**config.mk**
```make
export PLATFORM = sky130hd
export DESIGN_NAME = cl2_trap_ctrl
export DESIGN_NICKNAME = d
export VERILOG_FILES = /design/src/rtl/cl2_csr_reg_pkg.sv /design/src/rtl/cl2_irq_prio.sv /design/src/rtl/cl2_trap_ctrl.sv
export SDC_FILE = /design/constraint.sdc
export NUM_CORES = 1
export LEC_CHECK = 0
export CELL_PAD_IN_SITES_DETAIL_PLACEMENT = 1
export CELL_PAD_IN_SITES_GLOBAL_PLACEMENT = 1
export CORE_ASPECT_RATIO = 0.6
export CORE_MARGIN = 2
export CORE_UTILIZATION = 33
export DETAILED_ROUTE_END_ITERATION = 7
export PLACE_DENSITY = 0.85
export REMOVE_ABC_BUFFERS = 1
export SLEW_MARGIN = 20
export SYNTH_ARGS = -nofsm -noshare
export SYNTH_HDL_FRONTEND = slang
export SYNTH_SLANG_ARGS = --single-unit
```
**constraint.sdc**
```tcl
create_clock -name clk_i -period 2.6 [get_ports clk_i]
set_clock_uncertainty 0.1 [all_clocks]
set_input_delay 0.52 -clock clk_i [delete_from_list [all_inputs] [get_ports clk_i]]
set_output_delay 0.52 -clock clk_i [all_outputs]
set_load 0.005 [all_outputs]
```
**src/rtl/cl2_csr_reg_pkg.sv**
```systemverilog
// Shared CSR layouts, trap FSM states and trap constants for the cl2 machine-mode trap logic.
package cl2_csr_reg_pkg;

  localparam int unsigned CAUSE_W = 5;

  typedef enum logic [1:0] {IDLE, FLUSH, COMMIT} cl2_trap_state_e;

  typedef struct packed {
    logic [18:0] rsvd_hi;
    logic [1:0]  mpp;
    logic [2:0]  rsvd_mid;
    logic        mpie;
    logic [2:0]  rsvd_lo;
    logic        mie;
    logic [2:0]  rsvd_low;
  } cl2_csr_mstatus_reg_t;

  typedef struct packed {
    logic [19:0] rsvd_hi;
    logic        meie;
    logic [2:0]  rsvd_mid;
    logic        mtie;
    logic [2:0]  rsvd_lo;
    logic        msie;
    logic [2:0]  rsvd_low;
  } cl2_csr_mie_reg_t;

  typedef struct packed {
    logic [19:0] rsvd_hi;
    logic        meip;
    logic [2:0]  rsvd_mid;
    logic        mtip;
    logic [2:0]  rsvd_lo;
    logic        msip;
    logic [2:0]  rsvd_low;
  } cl2_csr_mip_reg_t;

  typedef struct packed {
    logic        irq;
    logic [30:0] code;
  } cl2_csr_mcause_reg_t;

  localparam logic [CAUSE_W-1:0] IRQ_CODE_MEI = 5'd11;
  localparam logic [CAUSE_W-1:0] IRQ_CODE_MSI = 5'd3;
  localparam logic [CAUSE_W-1:0] IRQ_CODE_MTI = 5'd7;

  localparam logic [1:0] MTVEC_DIRECT   = 2'd0;
  localparam logic [1:0] MTVEC_VECTORED = 2'd1;
  localparam logic [1:0] MPP_MACHINE    = 2'b11;

endpackage

```
**src/rtl/cl2_irq_prio.sv**
```systemverilog
// Fixed-priority interrupt encoder: MEI > MSI > MTI.
module cl2_irq_prio
  import cl2_csr_reg_pkg::*;
(
  input  logic               meip,
  input  logic               msip,
  input  logic               mtip,
  output logic               valid_c,
  output logic [CAUSE_W-1:0] code_c
);

  always_comb begin
    valid_c = 1'b0;
    code_c  = '0;
    if (meip) begin
      valid_c = 1'b1;
      code_c  = IRQ_CODE_MEI;
    end else if (msip) begin
      valid_c = 1'b1;
      code_c  = IRQ_CODE_MSI;
    end else if (mtip) begin
      valid_c = 1'b1;
      code_c  = IRQ_CODE_MTI;
    end
  end

endmodule

```
**src/rtl/cl2_trap_ctrl.sv**
```systemverilog
// Machine-mode trap sequencer: arbitrates exceptions, mret and interrupts, runs the
// pipeline flush handshake and commits trap CSR updates with a one-cycle redirect.
module cl2_trap_ctrl
  import cl2_csr_reg_pkg::*;
#(
  parameter int unsigned XLEN        = 32,
  parameter bit          VECTORED_EN = 1'b1
) (
  input  logic                 clk_i,
  input  logic                 rst_n_i,
  input  logic                 exc_valid_i,
  input  logic [CAUSE_W-1:0]   exc_cause_i,
  input  logic [XLEN-1:0]      exc_pc_i,
  input  logic [XLEN-1:0]      exc_tval_i,
  input  logic                 mret_valid_i,
  input  logic                 meip_i,
  input  logic                 mtip_i,
  input  logic                 msip_i,
  input  cl2_csr_mie_reg_t     csr_mie_i,
  input  logic [XLEN-1:0]      mtvec_i,
  input  logic                 csr_wr_i,
  input  logic [1:0]           csr_sel_i,
  input  logic [XLEN-1:0]      csr_wdata_i,
  output logic                 flush_req_o,
  input  logic                 flush_ack_i,
  output logic                 redirect_o,
  output logic [XLEN-1:0]      redirect_pc_o,
  output logic                 busy_o,
  output cl2_csr_mstatus_reg_t mstatus_o,
  output cl2_csr_mip_reg_t     mip_o,
  output logic [XLEN-1:0]      mepc_o,
  output logic [XLEN-1:0]      mcause_o,
  output logic [XLEN-1:0]      mtval_o
);

  cl2_trap_state_e    state;
  logic               lat_irq;
  logic               lat_mret;
  logic [CAUSE_W-1:0] lat_cause;
  logic [XLEN-1:0]    lat_pc;
  logic [XLEN-1:0]    lat_tval;

  logic               irq_valid_c;
  logic [CAUSE_W-1:0] irq_code_c;
  logic [XLEN-1:0]    base_c;
  logic [XLEN-1:0]    target_c;

  cl2_irq_prio u_irq_prio (
    .meip    (mip_o.meip & csr_mie_i.meie & mstatus_o.mie),
    .msip    (mip_o.msip & csr_mie_i.msie & mstatus_o.mie),
    .mtip    (mip_o.mtip & csr_mie_i.mtie & mstatus_o.mie),
    .valid_c (irq_valid_c),
    .code_c  (irq_code_c)
  );

  // Redirect target: mepc for mret, otherwise mtvec base with optional vector offset.
  always_comb begin
    base_c   = mtvec_i & ~XLEN'(3);
    target_c = base_c;
    if (lat_mret) begin
      target_c = mepc_o;
    end else if (VECTORED_EN && (mtvec_i[1:0] == MTVEC_VECTORED) && lat_irq) begin
      target_c = base_c + (XLEN'(lat_cause) << 2);
    end
  end

  always_ff @(posedge clk_i or negedge rst_n_i) begin
    if (!rst_n_i) begin
      mip_o <= '0;
    end else begin
      mip_o      <= '0;
      mip_o.meip <= meip_i;
      mip_o.mtip <= mtip_i;
      mip_o.msip <= msip_i;
    end
  end

  always_ff @(posedge clk_i or negedge rst_n_i) begin
    if (!rst_n_i) begin
      state         <= IDLE;
      lat_irq       <= 1'b0;
      lat_mret      <= 1'b0;
      lat_cause     <= '0;
      lat_pc        <= '0;
      lat_tval      <= '0;
      flush_req_o   <= 1'b0;
      redirect_o    <= 1'b0;
      redirect_pc_o <= '0;
      busy_o        <= 1'b0;
      mstatus_o     <= '0;
      mstatus_o.mpp <= MPP_MACHINE;
      mepc_o        <= '0;
      mcause_o      <= '0;
      mtval_o       <= '0;
    end else begin
      redirect_o <= 1'b0;

      // Software CSR writes lose to the trap commit in the same cycle.
      if (csr_wr_i && (state != COMMIT)) begin
        case (csr_sel_i)
          2'd0: begin
            mstatus_o.mie  <= csr_wdata_i[3];
            mstatus_o.mpie <= csr_wdata_i[7];
          end
          2'd1:    mepc_o   <= csr_wdata_i & ~XLEN'(3);
          2'd2:    mcause_o <= csr_wdata_i;
          default: mtval_o  <= csr_wdata_i;
        endcase
      end

      case (state)
        IDLE: begin
          if (exc_valid_i || mret_valid_i || irq_valid_c) begin
            state       <= FLUSH;
            flush_req_o <= 1'b1;
            busy_o      <= 1'b1;
            lat_irq     <= 1'b0;
            lat_mret    <= 1'b0;
            lat_pc      <= exc_pc_i;
            lat_cause   <= exc_cause_i;
            lat_tval    <= exc_tval_i;
            if (!exc_valid_i && mret_valid_i) begin
              lat_mret <= 1'b1;
            end else if (!exc_valid_i) begin
              lat_irq   <= 1'b1;
              lat_cause <= irq_code_c;
              lat_tval  <= '0;
            end
          end
        end
        FLUSH: begin
          if (flush_ack_i) begin
            state         <= COMMIT;
            flush_req_o   <= 1'b0;
            redirect_o    <= 1'b1;
            redirect_pc_o <= target_c;
          end
        end
        COMMIT: begin
          state         <= IDLE;
          busy_o        <= 1'b0;
          mstatus_o.mpp <= MPP_MACHINE;
          if (lat_mret) begin
            mstatus_o.mie  <= mstatus_o.mpie;
            mstatus_o.mpie <= 1'b1;
          end else begin
            mepc_o         <= lat_pc & ~XLEN'(3);
            mcause_o       <= {lat_irq, (XLEN-1)'(lat_cause)};
            mtval_o        <= lat_tval;
            mstatus_o.mpie <= mstatus_o.mie;
            mstatus_o.mie  <= 1'b0;
          end
        end
        default: state <= IDLE;
      endcase
    end
  end

endmodule

```
==> reports/metrics.csv <==
metric,value,unit
ys flop type,dfrtp_1,
Initial Utilization,33.4,%
Die Y,138,microns
Fin. Hold Viols,0,
Syn Area/Cell,9.85,sq um
Mapped Area,9940,sq um
critical path class,primary input to register,
GR Util All Layers,23.2,%
Routed wire per std cell,21.2,microns
Longest Clk Path Bufs,3,
final instance area,14100,sq um
critical path arrival,2.73,ns
RSZ-0062 raised after global routing,no,
Final Max Tran Viols,0,
CP required,2.90,ns
critical path peak fanout,2,
Combinational Power Share,41.7,%
post-synth top area cell,dfrtp_1,
Lkg Pwr,0.00640,uW
final setup vio count,0,
sequential share of power,37.4,%
clk_lat worst skew,0.52,ns
crit path capture type,register,
CTS tree,built,
1st-pass router iterations,5,
most frequent cells in the layout,"clkdlybuf4s50_1 (279), nand2_1 (247), dfrtp_1 (206)",
first-iteration detailed-routing DRC count,406,
Synth Register Bits,207,
Post-synth EDFFs,0,
fillers,3378,
synth warn,28,
area grow syn2layout,42.2,%
drt total wl,36.8,mm
"Hold-fix buffers, CTS",1,
sequential area share after synthesis,52.1,%
port buffer count,280,
Synth area leaders,"dfrtp_1 (52%), nand2_1 (9.3%), mux2i_1 (7.4%)",
area of the multi-input gates,4230,sq um
relative slew slack,59.9,%
Post-synth ARST share,100,%
period utilization,93.4,%
Cell variety after synth,62,
min cycle time layout,2.43,ns
Psw,5510,uW
total number of vias,8613,
# H-tree levels,1,
Fmax,412,MHz
initial antenna violation count,7,
"Setup Fix Bufs, Post-CTS",0,
Final ANT Viol Nets,0,
clk root buf,clkbuf_16,
"Largest stage delay, worst path",0.44,ns
net count reported at finish,1494,
share of post-route cells with drive strength above 1,8.91,%
GRT overflow,0,
gp weighted congestion,0.847,
switching part of the total,35.4,%
Pwr Density,1100,nW/um^2
placed instance area,13400,sq um
Register Area,5180,sq um
CTS Sinks,207,
status,completed,
CP max-delay cell,clkdlybuf4s50_1,
cts bufs inserted,22,
Critical Path Start Type,primary input,
"commonest non-fill, non-tap cell in the layout",clkdlybuf4s50_1,
drt via density,4.96,
worst min path class,primary input to register,
CTS resizes,0,
# IOs,371,
Worst-path clk slew,0.06,ns
vias in the first global route,9499,
clock power share,20.8,%
die area,31600,sq um
cells after synthesis,1009,
Int Power,10000,uW
largest net degree at the start of global routing,86,
Layout Utilization,47.4,%
actual slew at the worst max-slew pin,0.600,ns
total negative slack,0,ns
CP cell instances,"clkdlybuf4s50_1, ha_1, fa_1, a211o_1, a21oi_2, buf_4, nor3_2, mux2i_1, or3_1",
DP Wirelength,26.9,mm
WHS,0.334,ns
total core area,29800,sq um
global-route wire length before repair,56.9,mm
DRC violations left,0,
top-area cell type share of the netlist area,52.1,%
Die W,228,microns
max cap viols,0,
VDD IR max,0.518,mV
row count,49,
[worst max-delay path, delay by kind of cell]
family	cells	cell delay (ns)
buf+inv	2	0.58
compound gates	2	0.43
simple gates	2	0.43
mux	1	0.12
fa+ha+maj	2	0.64
[metrics by stage]
step                      worst slack, ns  power, uW  instances
final                               0.171      15500       1737
after global routing               0.0158      16600       1737
after CTS                           0.184      15700       1731
after detailed placement           -0.367      12300       1694
after global placement             -0.321      12000       1694
after floorplan                     -1.62       8130        944
[final cells by class]
class / count / share of cell area, %
Antenna cell: 5 / 0.0885
Timing Repair Buffer: 344 / 24.6
Sequential cell: 207 / 36.6
Inverter: 4 / 0.106
Multi-Input combinational cell: 733 / 29.9
Clock inverter: 5 / 0.549
Tap cell: 408 / 3.61
Clock buffer: 31 / 4.50
[kinds of logic (layout without fill, tap and decap cells)]
kind of cell | Yosys count | count (layout) | share of synthesized area, %
multiplexers | 73 | 73 | 7.35
AND/OR/NAND/NOR | 347 | 347 | 15.8
other | 2 | 64 | 0.0756
adder cells (fa/ha/maj) | 6 | 6 | 0.831
flip-flops | 207 | 207 | 52.1
buffers and inverters | 126 | 384 | 7.74
XOR/XNOR | 22 | 22 | 1.94
AO/OA/AOI/OAI | 226 | 226 | 14.1
[power groups by stage]
stage	Sequential [uW]	Combinational (uW)	Clock [uW]
2_1_floorplan	5660	2470	0
3_3_place_gp	5770	6230	0
3_5_place_dp	5870	6480	0
4_1_cts	5840	6540	3310
5_1_grt	6030	7080	3440
6_report	5820	6490	3240
[metal layers]
| metal | vias to the layer above | track usage (%) | share of wire (%) |
|---|---|---|---|
| li1 | 3959 | - | - |
| met1 | 4341 | 29.9 | 43 |
| met2 | 248 | 38.0 | 47 |
| met3 | 61 | 7.05 | 7.3 |
| met4 | 4 | 6.67 | 2.5 |
| met5 | - | 0 | 0.071 |
[registers in the layout, summed over array words and instances, names as in the netlist, 2 cells and up]
name / count
lat_cause: 5
mip_o: 3
mtval_o: 32
mcause_o: 32
lat_tval: 32
mstatus_o: 2
state: 2
redirect_pc_o: 32
lat_pc: 30
mepc_o: 32
[synthesized netlist by cell type, types with 3 or more instances]
master and n:
clkbuf_1 30, a22o_1 35, nand2_1 247, nand3_1 9
buf_2 18, o22ai_1 9, buf_1 5, a21oi_1 65
buf_6 4, nor2b_1 3, nand4_1 7, o21a_1 3
nand2b_1 5, a211oi_1 4, a21o_1 3, ha_1 5
nand3b_1 6, o21ai_0 86, nor3_1 5, buf_4 65
mux2i_1 73, xnor2_1 21, dfrtp_1 207, and3_1 17
nor2_1 23, inv_1 3, nor3b_1 3, o21ai_1 3
a31oi_1 4
[worst paths after layout]
path | cells past startpoint | slack (ns) | start | endpoint
worst max-delay path | 9 | 0.17 | mtvec_i[2] | redirect_pc_o[28]
worst min-delay path | 1 | 0.33 | mtip_i | mip_o[7]
worst max register to register | 8 | 0.23 | lat_cause[0] | redirect_pc_o[28]
worst min register to register | 2 | 0.38 | lat_pc[23] | lat_pc[23]
max in group asynchronous | 3 | 1.19 | rst_n_i | redirect_pc_o[12]
min in group asynchronous | 2 | 0.45 | rst_n_i | mstatus_o[7]
No activity file was read; power rests on OpenSTA's default activity.
==> patch 1, RTL diff (same flow settings) <==
Set the parameter `VECTORED_EN` to 1'b0 (it was 1'b1).
--- a/src/rtl/cl2_trap_ctrl.sv
+++ b/src/rtl/cl2_trap_ctrl.sv
@@ -6,3 +6,3 @@
   parameter int unsigned XLEN        = 32,
-  parameter bit          VECTORED_EN = 1'b1
+  parameter bit          VECTORED_EN = 1'b0
 ) (
Function: changed (a bounded check fails within 4 cycles, from zero or initial values and one cycle with rst_n_i low).
==> patch 1 against the original RTL <==
  * Area after synthesis shrank 3.0%
  * Count of clock-buffer cells in the layout up 3
  * Setup slack better by 0.26 ns
  * Fmax up 12%
  * Total power fell by 2.6%
  * Wire length is 1.3% lower
  * First-iteration DRC count rose by 39%
  * Sequential cell count unchanged
  * Design area shrank 4.6%
  * Worst hold slack improved by 0.021 ns
  * Critical path type is now flip-flop to flip-flop
  * Highest routed layer is now met4
==> patch 1: results (changes against the original RTL) <==
metric;value;unit;change
n_antenna_cell;0;;-5
whs_endpoint;mip_o[11];;
grt_use_total;23.3;%;+0.069 points
numPortBuffers;278;;-0.71%
synth.distinct_cells;40;;-35%
clock_area_share;5.65;%;+0.60 points
vias_per_cell;5.44;;+9.7%
place_area;0.0127;mm²;-5.0%
seq_power_share;37.8;%;+0.4 points
worstReg2RegEnd;mtval_o[2];;
hold_slack;0.356;ns;+0.0215 ns
fin_crit_sh;83.3;%;-10 points
postSynthAreaPerCell;10.6;µm²;+7.6%
p_clk_share;22.1;%;+1.3 points
antenna_found_initial;1;;-6
num-nonclk-buffers;312;;-9.3%
dp_slack;0.0867;ns;+0.453 ns
r2r_setup_slack;0.44;ns;+0.21 ns
grt_pass1_wl;54600;µm;-4.1%
slew_headroom;35.7;%;-24 points
layout.cells.non_filler;1544;;-11%
yosys-top-cells-area;dfrtp_1 54%, nand2_1 5.1%, buf_4 4.6%, a221o_1 3.9%, nand4_1 3.6%;;
taps;375;;-8.1%
grt_max_degree;68;;-21%
synthTopCellsByCount;207 x dfrtp_1, 131 x nand2_1, 62 x clkbuf_1;;
outcome;completed;;
synth_mux_area_share;7.16;%;-0.19 points
swShare;33.1;%;-2.3 points
grt_pass1_vias;8900;;-6.3%
irDropWorstVdd;0.431;mV;-17%
reg2reg_from;state[1];;
nClkBuffers;34;;+9.7%
synth_compound_area_share;15.6;%;+1.5 points
inverters;3;;-1
ys_seq_area_share;53.7;%;+1.6 points
num-fill-cells;3148;;-6.8%
dpl.hpwl;24600;µm;-8.6%
slowest_stage;or3b_4;;
static-leakage-power;5.63;nW;-12%
arrival;2.45;ns;-0.28 ns
gp_congestion;0.814;;-3.9%
post_drt_wl_per_cell;23.5;µm;+11%
drt_iter0_drc;566;;+39%
buf_share;23.6;%;-1.0 points
drive_above_1_share;9.58;%;+0.67 points
synth-adder-area-share;0;%;-0.83 points
crit_path_max_incr_delay;0.70;ns;+0.26 ns
multi_input_cells;610;;-17%
==> patch 1: cell count changes after synthesis, sizes merged, moves of 29 or more <==
cell,change
a221o,+38
nand4,+48
nand2,-116
clkbuf,+32
and2,+37
a21oi,-39
mux2i,-40
mux2,+32
o211ai,+29
o21ai,-53
==> patch 1: cells by family (layout without fill, tap and decap cells) <==
group	count (synthesis)	count (layout)
AOI/OAI and AO/OA	199	199
other	2	59
DFF	207	207
buffers and inverters	150	352
and+or+nand+nor	287	287
muxes	65	65
==> patch 1: per-layer routing <==
layer	vias to the layer above	routed length, µm	track usage [%]
li1	3667	-	-
met1	4295	15500	30.4
met2	372	17100	38.5
met3	61	2890	6.29
met4	0	839	6.00
met5	-	0	0
==> patch 1: timing repair <==
item | CTS | global route
hold endpoints to repair | 56 | 0
hold buffers | 1 | 0
resized for setup | 0 | 0
==> patch 1: how the worst max path moves through the flow <==
stage / start / to / depth (start not counted)
detailed placement: csr_mie_i[11] / lat_pc[11] / 5
finish: state[1] / mtval_o[2] / 3
floorplan: lat_mret / mcause_o[0] / 2
CTS: state[1] / mepc_o[2] / 4
global placement: csr_mie_i[11] / lat_pc[19] / 5
global route: state[1] / mepc_o[10] / 4
==> patch 1: worst reg2reg max path, delay by kind of cell (launching register included) <==
kind	cells	cell delay, ns
simple gates	2	1.02
flops	1	0.59
compound gates	1	0.34
==> patch 1: through the flow <==
step	total power, mW	TNS, ns	utilization (%)
floorplan	8.17	-413.15	-
global placement	11.5	0	44.2
detailed placement	11.8	0	44.2
CTS	15.3	0	46.9
global route	16.0	0	46.9
finish	15.2	0	46.9
==> patch 2, RTL diff (same flow settings) <==
Without the edit above. Encoding of `cl2_trap_state_e`: now one-hot (3 bits for 3 states).
--- a/src/rtl/cl2_csr_reg_pkg.sv
+++ b/src/rtl/cl2_csr_reg_pkg.sv
@@ -5,3 +5,3 @@
 
-  typedef enum logic [1:0] {IDLE, FLUSH, COMMIT} cl2_trap_state_e;
+  typedef enum logic [2:0] {IDLE = 3'b001, FLUSH = 3'b010, COMMIT = 3'b100} cl2_trap_state_e;
 
Function: no difference found for any inputs over 4 cycles, from zero or initial values and one cycle with rst_n_i low; so few cycles prove little.
==> patch 2 against the original RTL <==
  * Area after synthesis increased by 1.1%
  * First-iteration DRC count rose by 15%
  * Setup slack better by 0.0042 ns
  * Design area increased by 1.1%
  * Largest cell class unchanged
  * Sequential cell count rose by 1
  * Synthesized cell count is 2.2% higher
  * Non-clock buffer count fell by 6
  * Wire length up 2.3%
  * Clock power up 7.1%
  * Total power decreased by 2.3%
  * Count of clock-buffer cells in the layout is 4 higher
==> patch 2: results (changes against the original RTL) <==
metric;value;unit;change
firstDrtPassIters;4;;-1
vias_per_cell;4.99;;+0.65%
multi_input_area;0.00433;mm²;+2.2%
drive_above_1_share;10.1;%;+1.2 points
cts_resized;0;;unchanged
static-leakage-power;6.44;nW;+0.57%
slowest_stage;fa_1;;
arrival;2.72;ns;about the same
worstMarginPinSlew;0.556;ns;-0.0440 ns
outcome;completed;;
place_area;0.0135;mm²;+0.68%
yosys-top-cells-area;dfrtp_1 52%, nand2_1 8.5%, mux2i_1 6.6%, buf_4 4.6%, o21ai_0 3.5%;;
num-fill-cells;3324;;-1.6%
switchingPower;5.18;mW;-5.9%
antenna_found_initial;2;;-5
irDropWorstVdd;0.553;mV;+6.9%
ys_seq_area_share;51.8;%;-0.29 points
grt_pass1_vias;9724;;+2.4%
gp_congestion;0.846;;-0.20%
crit_path_max_incr_delay;0.46;ns;+0.02 ns
synthTopCellsByCount;228 x nand2_1, 207 x dfrtp_1, 70 x o21ai_0;;
dpl.hpwl;27500;µm;+2.2%
routed_wl;37700;µm;+2.3%
grt_use_total;23.6;%;+0.35 points
clkTransAtPathRegs;0.06;ns;about the same
drt_iter0_drc;466;;+15%
cp_max_fo;13;;+11
layout.nets;1508;;+0.94%
==> patch 2: worst reg2reg max path: stages (launching register included) <==
cell      delay [ns]
dfrtp_1         0.41
ha_1            0.23
fa_1            0.46
a211oi_1        0.33
o21bai_1        0.12
buf_4           0.20
nand3_1         0.11
mux2i_1         0.21
nand3_1         0.09
==> patch 2: timing repair <==
item | CTS | global route
hold buffers | 1 | 0
endpoints found under the setup margin | 0 | 0
endpoints found under the hold margin | 34 | 0
==> patch 2: power by group through the flow <==
| stage | sequential (mW) | clock (mW) | combinational (mW) |
|---|---|---|---|
| 6_report | 5.80 | 3.47 | 5.92 |
| 5_1_grt | 5.99 | 3.68 | 6.47 |
| 4_1_cts | 5.82 | 3.55 | 5.99 |
| 3_5_place_dp | 5.85 | 0 | 5.95 |
| 3_3_place_gp | 5.76 | 0 | 5.69 |
| 2_1_floorplan | 5.62 | 0 | 2.30 |
==> patch 2: cells by family (layout without fill, tap and decap cells) <==
logic type | after synthesis | in the layout | share of synthesized area [%]
AND/OR/NAND/NOR | 374 | 374 | 16.8
flip-flops | 208 | 208 | 51.8
AO/OA/AOI/OAI | 192 | 192 | 11.0
buffers and inverters | 130 | 384 | 7.49
multiplexers | 96 | 96 | 9.94
XOR/XNOR | 23 | 23 | 2.01
adder cells (fa/ha/maj) | 6 | 6 | 0.822
other | 2 | 60 | 0.0748
==> patch 2: through the flow <==
step	hold WS, ns	instances	worst slack, ns
finish	0.339	1751	0.176
global route	0.330	1750	0.0735
detailed placement	0.332	1709	-0.328
CTS	0.318	1750	0.202
floorplan	0.124	964	-1.46
global placement	0.329	1709	-0.273
==> patch 2: path summary, 6_finish.rpt <==
kind,from,to,cells past startpoint
worst max-delay path,mtvec_i[2],redirect_pc_o[20],9
worst min-delay path,msip_i,mip_o[3],1
worst max register to register,lat_cause[0],redirect_pc_o[20],8
worst min register to register,lat_tval[11],lat_tval[11],2
max in group asynchronous,rst_n_i,lat_mret,3
min in group asynchronous,rst_n_i,mtval_o[25],2
==> patch 2: layout make-up <==
type	instances	area share [%]
diodes	1	0.0175
clock buffers	35	5.04
clock inverters	5	0.525
inverters	6	0.158
multi-input cells	750	30.3
flip-flops and latches	208	36.5
well taps	408	3.57
repair buffers	338	23.9
==> patch 2: routing by layer <==
metal	global-route usage, %	share of wire, %
met5	0	0.035
met4	5.30	2.1
met3	6.21	7.1
met2	39.7	48
met1	30.5	43
